### config.mk
export PLATFORM = sky130hd
export DESIGN_NAME = fetch_pc_unit
export DESIGN_NICKNAME = d
export VERILOG_FILES = /design/src/rtl/fetch_pc_unit_pkg.sv /design/src/rtl/fetch_pc_unit_sat_counter.sv /design/src/rtl/fetch_pc_unit.sv
export SDC_FILE = /design/constraint.sdc
export NUM_CORES = 1
export LEC_CHECK = 0
export ABC_AREA = 1
export BUFFER_PORTS_ARGS = -buffer_cell sky130_fd_sc_hd__buf_2
export CORE_MARGIN = 2
export CORE_UTILIZATION = 51
export DETAILED_ROUTE_END_ITERATION = 12
export PLACE_DENSITY_LB_ADDON = 0.05
export REMOVE_ABC_BUFFERS = 1
export SLEW_MARGIN = 15
export SYNTH_ARGS = -nofsm -noshare
export SYNTH_HDL_FRONTEND = slang
export SYNTH_SLANG_ARGS = --single-unit
### constraint.sdc
create_clock -name i_clk -period 1.7 [get_ports i_clk]
set_clock_uncertainty 0.1 [all_clocks]
set_input_delay 0.085 -clock i_clk [delete_from_list [all_inputs] [get_ports i_clk]]
set_output_delay 0.085 -clock i_clk [all_outputs]
set_load 0.02 [all_outputs]
### src/rtl/fetch_pc_unit_pkg.sv
// Shared front-end constants: fetch FSM state encodings, branch func3 codes
// and the PC increment helper.
package fetch_pc_unit_pkg;

  typedef enum logic [1:0] {
    FPU_IDLE  = 2'd0,
    FPU_REQ   = 2'd1,
    FPU_HOLD  = 2'd2,
    FPU_DRAIN = 2'd3
  } fpu_state_e;

  localparam logic [2:0] F3_BEQ  = 3'b000;
  localparam logic [2:0] F3_BNE  = 3'b001;
  localparam logic [2:0] F3_BLT  = 3'b100;
  localparam logic [2:0] F3_BGE  = 3'b101;
  localparam logic [2:0] F3_BLTU = 3'b110;
  localparam logic [2:0] F3_BGEU = 3'b111;

  // Sequential fetch address; wraps modulo 2^32.
  function automatic logic [31:0] pc_inc(input logic [31:0] pc);
    return pc + 32'd4;
  endfunction

endpackage

### src/rtl/fetch_pc_unit_sat_counter.sv
// Saturating up-counter with enable; holds at all-ones instead of wrapping.
module sat_counter #(
  parameter int WIDTH = 32
) (
  input  logic             clk,
  input  logic             rst_n,
  input  logic             en,
  output logic [WIDTH-1:0] count
);

  always_ff @(posedge clk or negedge rst_n) begin
    if (!rst_n) begin
      count <= '0;
    end else if (en && (count != {WIDTH{1'b1}})) begin
      count <= count + 1'b1;
    end
  end

endmodule

### src/rtl/fetch_pc_unit.sv
// Fetch PC register and single-outstanding imem request FSM with
// branch/jump redirect, wrong-path discard and IF/ID flush.
module fetch_pc_unit
  import fetch_pc_unit_pkg::*;
#(
  parameter logic [31:0] RESET_PC = 32'h0000_0000
) (
  input  logic        i_clk,
  input  logic        i_rst_n,
  input  logic        i_stall,
  input  logic        i_ex_valid,
  input  logic        i_is_branch,
  input  logic        i_branch,
  input  logic        i_jump,
  input  logic [31:0] i_target,
  output logic        o_imem_req,
  output logic [31:0] o_imem_addr,
  input  logic        i_imem_ack,
  output logic        o_fetch_valid,
  output logic [31:0] o_fetch_pc,
  output logic        o_flush,
  output logic        o_misaligned,
  output logic [31:0] o_redirect_cnt
);

  fpu_state_e  state, state_nxt;
  logic [31:0] pc, pc_nxt;
  logic [31:0] tgt_q, tgt_nxt;
  logic        redirect_evt, target_ok, accept, fire, run_req;
  fpu_state_e  run_state;

  assign redirect_evt = i_ex_valid && ((i_is_branch && i_branch) || i_jump);
  assign target_ok    = (i_target[1:0] == 2'b00);
  assign accept       = redirect_evt && target_ok;
  assign run_state    = i_stall ? FPU_HOLD : FPU_REQ;

  // Request is a pure decode of registered state, so stall cannot retract it.
  assign run_req     = (state == FPU_REQ) || (state == FPU_DRAIN);
  assign o_imem_req  = run_req;
  assign o_imem_addr = pc;

  always_comb begin
    state_nxt = state;
    pc_nxt    = pc;
    tgt_nxt   = tgt_q;
    fire      = 1'b0;
    unique case (state)
      FPU_IDLE: begin
        if (accept) pc_nxt = i_target;
        state_nxt = run_state;
      end
      FPU_REQ: begin
        if (i_imem_ack) begin
          if (accept) begin
            pc_nxt = i_target;
          end else begin
            fire   = 1'b1;
            pc_nxt = pc_inc(pc);
          end
          state_nxt = run_state;
        end else if (accept) begin
          tgt_nxt   = i_target;
          state_nxt = FPU_DRAIN;
        end
      end
      FPU_HOLD: begin
        if (accept) pc_nxt = i_target;
        state_nxt = run_state;
      end
      FPU_DRAIN: begin
        if (accept) tgt_nxt = i_target;
        if (i_imem_ack) begin
          // A redirect arriving with the ack is newer than the held target.
          pc_nxt    = accept ? i_target : tgt_q;
          state_nxt = run_state;
        end
      end
      default: state_nxt = FPU_IDLE;
    endcase
  end

  // Stage boundary: control state, PC and registered status outputs.
  always_ff @(posedge i_clk or negedge i_rst_n) begin
    if (!i_rst_n) begin
      state         <= FPU_IDLE;
      pc            <= RESET_PC;
      o_fetch_valid <= 1'b0;
      o_fetch_pc    <= 32'h0;
      o_flush       <= 1'b0;
      o_misaligned  <= 1'b0;
    end else begin
      state         <= state_nxt;
      pc            <= pc_nxt;
      o_fetch_valid <= fire;
      if (fire) o_fetch_pc <= pc;
      o_flush       <= accept || (state_nxt == FPU_DRAIN);
      o_misaligned  <= redirect_evt && !target_ok;
    end
  end

  always_ff @(posedge i_clk) begin
    tgt_q <= tgt_nxt;
  end

  sat_counter #(
    .WIDTH(32)
  ) u_redirect_cnt (
    .clk  (i_clk),
    .rst_n(i_rst_n),
    .en   (accept),
    .count(o_redirect_cnt)
  );

endmodule

==> flow_summary.html, run 1 <==
<table>
<tr><th>Metric</th><th>Value</th></tr>
<tr><th colspan="2">Placement</th></tr>
<tr><td>Count of buffers inserted at the top-level ports</td><td>139</td></tr>
<tr><td>Final HPWL from detailed placement</td><td>15200 µm</td></tr>
<tr><td>Number of cells in the design after placement</td><td>1399</td></tr>
<tr><td>GP Congestion</td><td>0.924</td></tr>
<tr><th colspan="2">STA</th></tr>
<tr><td>Final-report setup violation count</td><td>28</td></tr>
<tr><td>Unrepaired setup endpoints after global routing</td><td>yes</td></tr>
<tr><td>Shortest period the worst path allows</td><td>1.83 ns</td></tr>
<tr><td>Fmax</td><td>547 MHz</td></tr>
<tr><td>Final clock period utilization by the worst path</td><td>108%</td></tr>
<tr><td>Worst slew margin</td><td>78.9%</td></tr>
<tr><td>Worst hold-check slack</td><td>0.0963 ns</td></tr>
<tr><td>Measured slew at the worst slew-check pin</td><td>0.313 ns</td></tr>
<tr><td>Final Max Slew Viols</td><td>0</td></tr>
<tr><td>Hold Fails Final Rpt</td><td>0</td></tr>
<tr><td>Post-route setup slack</td><td>-0.129 ns</td></tr>
<tr><th colspan="2">Worst setup path</th></tr>
<tr><td>Register-to-Register Setup Slack</td><td>-0.13 ns</td></tr>
<tr><td>Type of origin of the critical path</td><td>flop</td></tr>
<tr><td>Critical path destination</td><td>u_redirect_cnt.count[22]$_DFFE_PN0P_</td></tr>
<tr><td>Arrival time reported for the critical path endpoint</td><td>2.04 ns</td></tr>
<tr><td>Register-to-Register Path Depth</td><td>9</td></tr>
<tr><td>Worst-path cell with the longest stage delay</td><td>dfrtp_1</td></tr>
<tr><td>Top delay family on crit path</td><td>simple AND/OR/NAND/NOR gates</td></tr>
<tr><td>Critical path startpoint</td><td>u_redirect_cnt.count[1]$_DFFE_PN0P_</td></tr>
<tr><td>Worst endpoint required time</td><td>1.91 ns</td></tr>
<tr><td>Endpoint class of the critical path</td><td>flop</td></tr>
<tr><td>Max Fanout on Critical Path</td><td>4</td></tr>
<tr><td>Worst setup path class</td><td>flop to flop</td></tr>
<tr><td>CP Cell Sequence</td><td>ha_2 &gt; nand3_2 &gt; inv_2 &gt; nand2_4 &gt; nor2_1 &gt; nand3_1 &gt; nor3_1 &gt; nand2_1 &gt; xnor2_1</td></tr>
<tr><td>Buffers &amp; Inverters on Critical Path</td><td>1</td></tr>
<tr><td>Highest cell delay on the worst timing path</td><td>0.37 ns</td></tr>
<tr><td>Worst reg2reg endpoint</td><td>u_redirect_cnt.count[22]$_DFFE_PN0P_</td></tr>
<tr><td>Path length in cells of the critical path</td><td>9</td></tr>
<tr><td>Beginning of the worst register-to-register path</td><td>u_redirect_cnt.count[1]$_DFFE_PN0P_</td></tr>
<tr><th colspan="2">Synthesis</th></tr>
<tr><td>Post-Synthesis Cells</td><td>998</td></tr>
<tr><td>Most common cell in the netlist</td><td>nand2_1</td></tr>
<tr><td>Most area-hungry cell type in the Yosys netlist</td><td>dfrtp_1</td></tr>
<tr><td>Most used flip-flop cell after synthesis</td><td>dfrtp_1</td></tr>
<tr><td>Syn_area_per_cell</td><td>7.33 µm²</td></tr>
<tr><td>Cell types with the highest counts after synthesis</td><td>nand2_1 (395), nor2_1 (109), dfrtp_1 (101)</td></tr>
<tr><td>Share of async-settable or async-resettable flops after synthesis</td><td>75.9%</td></tr>
<tr><td>Cell area after synthesis</td><td>0.00732 mm²</td></tr>
<tr><td>Number of distinct standard cells referenced by the synthesized netlist</td><td>34</td></tr>
<tr><td>Post-synthesis register bit count</td><td>133</td></tr>
<tr><td>Most area-consuming cells after synthesis</td><td>dfrtp_1 (35%), nand2_1 (20%), edfxtp_1 (13%), nor2_1 (5.6%), o21ai_0 (4.0%)</td></tr>
<tr><td>Top cell type's share of synthesized area</td><td>34.5%</td></tr>
<tr><td>EDFF count, synth</td><td>32</td></tr>
<tr><td>Sequential fraction of the synthesis area</td><td>47.7%</td></tr>
<tr><td>Warnings, synthesis</td><td>0</td></tr>
<tr><th colspan="2">Finish</th></tr>
<tr><td>Cell Count, Final, Fillers Out</td><td>1504</td></tr>
<tr><td>Total Nets Final</td><td>1353</td></tr>
<tr><td>Area growth from synthesis to final layout</td><td>48.2%</td></tr>
<tr><td>Register area</td><td>0.00349 mm²</td></tr>
<tr><td>Total inserted antenna cells</td><td>0</td></tr>
<tr><td>Total area of multi-input combinational cells</td><td>0.00377 mm²</td></tr>
<tr><td>Number of fillers in the final layout</td><td>988</td></tr>
<tr><td>Fraction of layout cells with a size suffix above 1</td><td>32.3%</td></tr>
<tr><th colspan="2">Clock tree</th></tr>
<tr><td>Clock latency reported for the late side of the worst-skew pair</td><td>0.43 ns</td></tr>
<tr><td>Clock transition at the register clock pins on the worst setup and hold paths after CTS</td><td>0.05 ns</td></tr>
<tr><td>Clock tree from TritonCTS</td><td>built</td></tr>
<tr><td>Total number of clock tree sinks</td><td>133</td></tr>
<tr><td>Max H-tree Level</td><td>4</td></tr>
<tr><td>Num CTS Buffers</td><td>17</td></tr>
<tr><td>Worst-case clock buffer depth</td><td>2</td></tr>
<tr><td>Clk Tree Root Cell</td><td>clkbuf_16</td></tr>
<tr><th colspan="2">GRT</th></tr>
<tr><td>Total Routing Usage GR</td><td>29.8%</td></tr>
<tr><td>Global-route congestion overflow total</td><td>0</td></tr>
<tr><td>Antenna violations before repair</td><td>0</td></tr>
<tr><td>Pin count of the biggest net entering global routing</td><td>54</td></tr>
<tr><td>Via count of the first global-routing pass</td><td>7180</td></tr>
<tr><td>First-pass GRT wire length</td><td>35100 µm</td></tr>
<tr><th colspan="2">Pwr</th></tr>
<tr><td>Leak</td><td>5.51 nW</td></tr>
<tr><td>Max rail drop VDD</td><td>1120 µV</td></tr>
<tr><td>Power density over the cells</td><td>1090 mW/mm²</td></tr>
<tr><th colspan="2">Floorplanning</th></tr>
<tr><td>Initial core utilization</td><td>52.5%</td></tr>
<tr><td>Die X-Extent</td><td>124 µm</td></tr>
<tr><td>I/O Pins</td><td>140</td></tr>
<tr><td>Overall die height</td><td>124 µm</td></tr>
<tr><td>Core outline area</td><td>0.0139 mm²</td></tr>
<tr><td>Die footprint</td><td>0.0153 mm²</td></tr>
<tr><td>Standard-cell rows</td><td>43</td></tr>
<tr><th colspan="2">Route</th></tr>
<tr><td>Antenna Nets Post-Route</td><td>0</td></tr>
<tr><td>Detailed Routing Iterations Pass 1</td><td>5</td></tr>
<tr><td>Mean routed wirelength per cell</td><td>15.8 µm</td></tr>
<tr><td>Final Routed Wirelength</td><td>23800 µm</td></tr>
<tr><td>Number of design rule violations left after detail routing</td><td>0</td></tr>
<tr><td>Initial drt markers</td><td>791</td></tr>
<tr><td>Vias</td><td>7936</td></tr>
<tr><td>Vias per Instance</td><td>5.28</td></tr>
<tr><th colspan="2">Flow run</th></tr>
<tr><td>Count of max-cap constraint violations</td><td>0</td></tr>
<tr><th colspan="2">Worst hold path</th></tr>
<tr><td>Hold Path Class</td><td>input port to async pin</td></tr>
<tr><th colspan="2">Outcome</th></tr>
<tr><td>Result of the run</td><td>complete, but fails checks</td></tr>
<tr><td>Violated checks</td><td>negative setup slack</td></tr>
</table>
## metrics by stage
stage               utilization [%]  setup slack (ns)  cell area, µm²  TNS (ns)  power, mW
floorplan                         -             -1.98            7140   -187.92       6.26
global placement               65.1           -0.0960            9070    -0.353       7.74
detailed placement             65.1            -0.111            9070     -1.65       7.79
CTS                            72.8           -0.0395           10100    -0.355       11.4
global route                   77.8            -0.219           10800     -5.03       12.5
finish                         77.8            -0.129           10800     -1.88       11.9
## state kept, by name, indices dropped and copies added (netlist names)
register	cells
state	2
o_fetch_valid	1
o_fetch_pc	32
o_flush	1
tgt_q	32
u_redirect_cnt.count	32
o_imem_addr	32
o_misaligned	1
## repair_timing
item                                   CTS  global route
cloned                                   0             4
gates resized for setup                 22           123
pin swaps                                4            45
endpoints found under the hold margin  158             0
hold buffers                            39             0
setup buffers                            6            24
setup endpoints to repair               36            70
## how the worst min path moves through the flow
stage          slack (ns)   startpoint                   endpoint
3_5_place_dp         0.01      i_rst_n  o_fetch_pc[4]$_DFFE_PN0P_
5_1_grt              0.13      i_rst_n  o_fetch_pc[4]$_DFFE_PN0P_
6_report              0.1      i_rst_n  o_fetch_pc[4]$_DFFE_PN0P_
4_1_cts              0.11  i_target[0]          o_flush$_DFF_PN0_
2_1_floorplan       -0.31      i_rst_n  o_fetch_pc[0]$_DFFE_PN0P_
3_3_place_gp         0.01      i_rst_n    o_fetch_valid$_DFF_PN0_
## logic make-up (layout without fill, tap and decap cells)
family          after synthesis  after routing  synth area share (%)
simple gates                590            590                  32.7
compound gates              123            123                  8.59
xor+xnor                     34             34                  4.17
flops                       133            133                  47.7
fa+ha+maj                     2              2                 0.342
buf+inv                     116            442                  6.50
## final cells by class
class | instances | area share, %
tap | 180 | 2.08
inverter | 79 | 2.98
multi-input combinational | 749 | 34.8
clock inverter | 4 | 0.416
timing repair buffer | 331 | 22.9
sequential | 133 | 32.2
clock buffer | 28 | 4.58
## report_power, final
group | switching, mW | internal, mW | total [mW]
combinational | 2.44 | 1.60 | 4.04
sequential | 0.431 | 3.93 | 4.36
clock | 1.33 | 2.12 | 3.45
## layer usage
metal  vias up  global-route usage, %  wire, µm
met5         -                      0         0
met4         0                   10.2       522
met3        51                   6.09      1660
met2       359                   47.9     11500
met1      3717                   40.5     10100
li1       3809                      -         -
## layout by cell type (no fill, tap or decap), drive strengths merged, types with 2 or more instances in the layout
master       netlist  routed
a21oi             50      50
a31oi              2       2
and2               2       2
buf               22     288
clkbuf            15      32
clkinv             1       4
dfrtp            101     101
dlygate4sd3        0      39
edfxtp            32      32
ha                 2       2
inv               78      77
nand2            403     403
nand3             46      46
nand4             13      13
nor2             116     116
nor3               9       9
o21ai             65      65
o22ai              4       4
xnor2             13      13
xor2              21      21
## worst reg2reg max path, delay by kind of cell (launching register included)
kind	cells	cell delay, ns
XOR/XNOR	1	0.13
adder cells (fa/ha/maj)	1	0.21
buffers and inverters	1	0.09
flip-flops	1	0.37
AND/OR/NAND/NOR	6	0.82
Note: power is estimated with default switching activity, not from simulation.
==> run 2, diff against run 1 <==
--- a/config.mk
+++ b/config.mk
@@ -11,7 +11,6 @@
 export CORE_UTILIZATION = 51
 export DETAILED_ROUTE_END_ITERATION = 12
 export PLACE_DENSITY_LB_ADDON = 0.05
-export REMOVE_ABC_BUFFERS = 1
 export SLEW_MARGIN = 15
 export SYNTH_ARGS = -nofsm -noshare
 export SYNTH_HDL_FRONTEND = slang
==> flow_summary.html, run 2 (synthesis gave the netlist of run 1 again) <==
<table>
<tr><th>Metric</th><th>Value</th></tr>
<tr><th colspan="2">Finish</th></tr>
<tr><td>Total Nets Final</td><td>1352 (-0.074%)</td></tr>
<tr><td>Top library cells by usage in the layout, fill and taps aside</td><td>nand2_1 (372), buf_2 (138), buf_4 (128), nor2_1 (76), dfrtp_1 (75)</td></tr>
<tr><td>Post-layout utilization of the core</td><td>78.7% (+0.94 points)</td></tr>
<tr><td>Commonest non-fill, non-tap cell in the layout</td><td>nand2_1</td></tr>
<tr><td>Cell Count, Final, Fillers Out</td><td>1503 (-0.066%)</td></tr>
<tr><td>Area growth from synthesis to final layout</td><td>50.0%</td></tr>
<tr><td>Fraction of layout cells with a size suffix above 1</td><td>35.3% (+3.0 points)</td></tr>
<tr><td>Total inserted antenna cells</td><td>0 (unchanged)</td></tr>
<tr><th colspan="2">Worst setup path</th></tr>
<tr><td>CP Cell Sequence</td><td>nand2_1 &gt; nor2_2 &gt; nand2_2 &gt; nor2_4 &gt; nand4_4 &gt; nand2_8 &gt; clkinv_8 &gt; buf_6 &gt; a21oi_2 &gt; nor2_1</td></tr>
<tr><td>Type of origin of the critical path</td><td>flop</td></tr>
<tr><td>Register-to-Register Setup Slack</td><td>-0.05 ns (+0.08 ns)</td></tr>
<tr><td>Worst setup path class</td><td>flop to flop</td></tr>
<tr><td>Buffers &amp; Inverters on Critical Path</td><td>2 (+1)</td></tr>
<tr><td>Max Fanout on Critical Path</td><td>7 (+3)</td></tr>
<tr><td>Endpoint class of the critical path</td><td>flop</td></tr>
<tr><td>Arrival time reported for the critical path endpoint</td><td>1.97 ns (-0.07 ns)</td></tr>
<tr><td>Worst reg2reg endpoint</td><td>u_redirect_cnt.count[21]$_DFFE_PN0P_</td></tr>
<tr><td>Beginning of the worst register-to-register path</td><td>u_redirect_cnt.count[8]$_DFFE_PN0P_</td></tr>
<tr><td>Register-to-Register Path Depth</td><td>10 (+1)</td></tr>
<tr><td>Highest cell delay on the worst timing path</td><td>0.41 ns (+0.04 ns)</td></tr>
<tr><td>Top delay family on crit path</td><td>simple AND/OR/NAND/NOR gates</td></tr>
<tr><td>Path length in cells of the critical path</td><td>10 (+1)</td></tr>
<tr><td>Worst endpoint required time</td><td>1.92 ns (about the same)</td></tr>
<tr><td>Worst-path cell with the longest stage delay</td><td>dfrtp_2</td></tr>
<tr><th colspan="2">Clock tree</th></tr>
<tr><td>Max H-tree Level</td><td>4 (unchanged)</td></tr>
<tr><td>Num CTS Buffers</td><td>17 (unchanged)</td></tr>
<tr><td>Clock tree from TritonCTS</td><td>built</td></tr>
<tr><td>Clk Tree Root Cell</td><td>clkbuf_16</td></tr>
<tr><td>Total number of clock tree sinks</td><td>133 (unchanged)</td></tr>
<tr><td>Clock transition at the register clock pins on the worst setup and hold paths after CTS</td><td>0.06 ns (about the same)</td></tr>
<tr><td>Worst-case clock buffer depth</td><td>2 (unchanged)</td></tr>
<tr><td>Clock latency reported for the late side of the worst-skew pair</td><td>0.43 ns (about the same)</td></tr>
<tr><th colspan="2">GRT</th></tr>
<tr><td>Via count of the first global-routing pass</td><td>7176 (-0.056%)</td></tr>
<tr><td>Met2 capacity usage during global routing</td><td>49.0% (+1.1 points)</td></tr>
<tr><td>Antenna violations before repair</td><td>0 (unchanged)</td></tr>
<tr><td>Pin count of the biggest net entering global routing</td><td>58 (+7.4%)</td></tr>
<tr><td>Total Routing Usage GR</td><td>29.9% (+0.075 points)</td></tr>
<tr><td>Global-route layer with the greatest usage</td><td>met2</td></tr>
<tr><td>Global-route congestion overflow total</td><td>0 (unchanged)</td></tr>
<tr><td>GR met1 Demand/Resource</td><td>40.4% (-0.067 points)</td></tr>
<tr><td>Met3 Use GR</td><td>5.04% (-1.1 points)</td></tr>
<tr><td>First-pass GRT wire length</td><td>35200 µm (+0.30%)</td></tr>
<tr><th colspan="2">Worst hold path</th></tr>
<tr><td>Startpoint of the tightest hold check path</td><td>i_target[18]</td></tr>
<tr><td>Hold EP</td><td>o_imem_addr[18]$_DFFE_PN0P_</td></tr>
<tr><td>Hold Path Class</td><td>input port to flop</td></tr>
<tr><td>Cell depth of the worst min-delay path</td><td>5</td></tr>
<tr><th colspan="2">Route</th></tr>
<tr><td>Vias per Instance</td><td>5.21 (-1.3%)</td></tr>
<tr><td>Number of design rule violations left after detail routing</td><td>0 (unchanged)</td></tr>
<tr><td>Vias</td><td>7825 (-1.4%)</td></tr>
<tr><td>Final Routed Wirelength</td><td>23700 µm (-0.31%)</td></tr>
<tr><td>Detailed Routing Iterations Pass 1</td><td>6 (+1)</td></tr>
<tr><td>Antenna Nets Post-Route</td><td>0 (unchanged)</td></tr>
<tr><td>Initial drt markers</td><td>760 (-3.9%)</td></tr>
<tr><td>Mean routed wirelength per cell</td><td>15.8 µm (-0.25%)</td></tr>
<tr><th colspan="2">Placement</th></tr>
<tr><td>Number of cells in the design after placement</td><td>1414 (+1.1%)</td></tr>
<tr><td>GP Congestion</td><td>0.916 (-0.87%)</td></tr>
<tr><td>Count of buffers inserted at the top-level ports</td><td>139 (unchanged)</td></tr>
<tr><td>Final HPWL from detailed placement</td><td>15700 µm (+2.7%)</td></tr>
<tr><th colspan="2">STA</th></tr>
<tr><td>Unrepaired setup endpoints after global routing</td><td>yes</td></tr>
<tr><td>Hold Fails Final Rpt</td><td>0 (unchanged)</td></tr>
<tr><td>Measured slew at the worst slew-check pin</td><td>0.443 ns (+0.129 ns)</td></tr>
<tr><td>Final clock period utilization by the worst path</td><td>103% (-4.4 points)</td></tr>
<tr><td>Fmax</td><td>570 MHz (+4.3%)</td></tr>
<tr><td>Worst slew margin</td><td>70.5% (-8.5 points)</td></tr>
<tr><td>Final-report setup violation count</td><td>21 (-25%)</td></tr>
<tr><td>Post-route setup slack</td><td>-0.0530 ns (+0.0756 ns)</td></tr>
<tr><td>Worst hold-check slack</td><td>0.00240 ns (-0.0939 ns)</td></tr>
<tr><td>Shortest period the worst path allows</td><td>1.75 ns (-0.0756 ns)</td></tr>
<tr><td>Final Max Slew Viols</td><td>0 (unchanged)</td></tr>
<tr><th colspan="2">Pwr</th></tr>
<tr><td>Max rail drop VDD</td><td>910 µV (-19%)</td></tr>
<tr><td>Leak</td><td>5.55 nW (+0.61%)</td></tr>
<tr><td>Power density over the cells</td><td>1130 mW/mm² (+3.6%)</td></tr>
<tr><td>Overall power after layout</td><td>12.4 mW (+4.9%)</td></tr>
<tr><th colspan="2">Outcome</th></tr>
<tr><td>Violated checks</td><td>negative setup slack</td></tr>
<tr><td>Result of the run</td><td>complete, but fails checks</td></tr>
<tr><th colspan="2">Synthesis</th></tr>
<tr><td>Net count after synthesis</td><td>1040</td></tr>
<tr><th colspan="2">Floorplanning</th></tr>
<tr><td>Die X-Extent</td><td>124 µm (unchanged)</td></tr>
<tr><td>Die footprint</td><td>0.0153 mm² (unchanged)</td></tr>
<tr><td>Core outline area</td><td>0.0139 mm² (unchanged)</td></tr>
<tr><td>I/O Pins</td><td>140 (unchanged)</td></tr>
<tr><td>Standard-cell rows</td><td>43 (unchanged)</td></tr>
<tr><td>Initial core utilization</td><td>52.5% (unchanged)</td></tr>
<tr><td>Overall die height</td><td>124 µm (unchanged)</td></tr>
<tr><th colspan="2">Flow run</th></tr>
<tr><td>Count of max-cap constraint violations</td><td>0 (unchanged)</td></tr>
</table>
-- run 2: worst reg2reg max path, stage by stage (launching register included) --
cell and delay (ns):
dfrtp_2 0.41, nand2_1 0.11, nor2_2 0.18, nand2_2 0.08, nor2_4 0.12, nand4_4 0.12, nand2_8 0.16, clkinv_8 0.09
buf_6 0.12, a21oi_2 0.11, nor2_1 0.05
-- run 2: final cells by class --
cell class / instances / area (µm²)
repair buffers: 329 / 2460
clock inverters: 11 / 146
well taps: 180 / 225
flip-flops and latches: 133 / 3520
multi-input cells: 749 / 3800
inverters: 79 / 318
fillers: 996 / 2960
repair inverters: 1 / 8.76
clock buffers: 21 / 492
-- run 2: repair_timing --
action,4_1_cts,5_1_grt
endpoints found under the setup margin,33,74
setup buffers,4,13
pin swaps,5,34
hold endpoints to repair,153,0
hold buffers,36,0
cloned,0,4
gates resized for setup,19,130
-- run 2: per-layer routing --
layer  vias up  wire (µm)
met3        45       1680
li1       3802          -
met4         0        453
met5         -          0
met1      3637      10000
met2       341      11500
-- run 2: worst max-delay path by stage --
stage,start,slack (ns),endpoint
after floorplan,u_redirect_cnt.count[10]$_DFFE_PN0P_,-0.01,u_redirect_cnt.count[17]$_DFFE_PN0P_
after global placement,u_redirect_cnt.count[11]$_DFFE_PN0P_,-0.05,u_redirect_cnt.count[31]$_DFFE_PN0P_
after detailed placement,u_redirect_cnt.count[0]$_DFFE_PN0P_,-0.06,u_redirect_cnt.count[21]$_DFFE_PN0P_
after CTS,o_imem_addr[21]$_DFFE_PN0P_,0.001,o_imem_addr[31]$_DFFE_PN0P_
after global routing,u_redirect_cnt.count[8]$_DFFE_PN0P_,-0.13,u_redirect_cnt.count[21]$_DFFE_PN0P_
final,u_redirect_cnt.count[8]$_DFFE_PN0P_,-0.05,u_redirect_cnt.count[21]$_DFFE_PN0P_
-- run 2: where the power goes --
group	total [mW]	internal, mW	switching, mW
sequential	4.42	3.95	0.468
combinational	4.06	1.64	2.42
clock	3.95	2.51	1.44
total	12.4	8.10	4.33
-- run 2: stage by stage --
step / cell area [µm²] / TNS (ns) / worst slack (ns)
2_1_floorplan: 7380 / -0.0195 / -0.0132
3_3_place_gp: 9260 / -0.253 / -0.0529
3_5_place_dp: 9260 / -0.601 / -0.0627
4_1_cts: 10400 / 0 / 0.00114
5_1_grt: 11000 / -3.12 / -0.127
6_report: 11000 / -0.395 / -0.0530
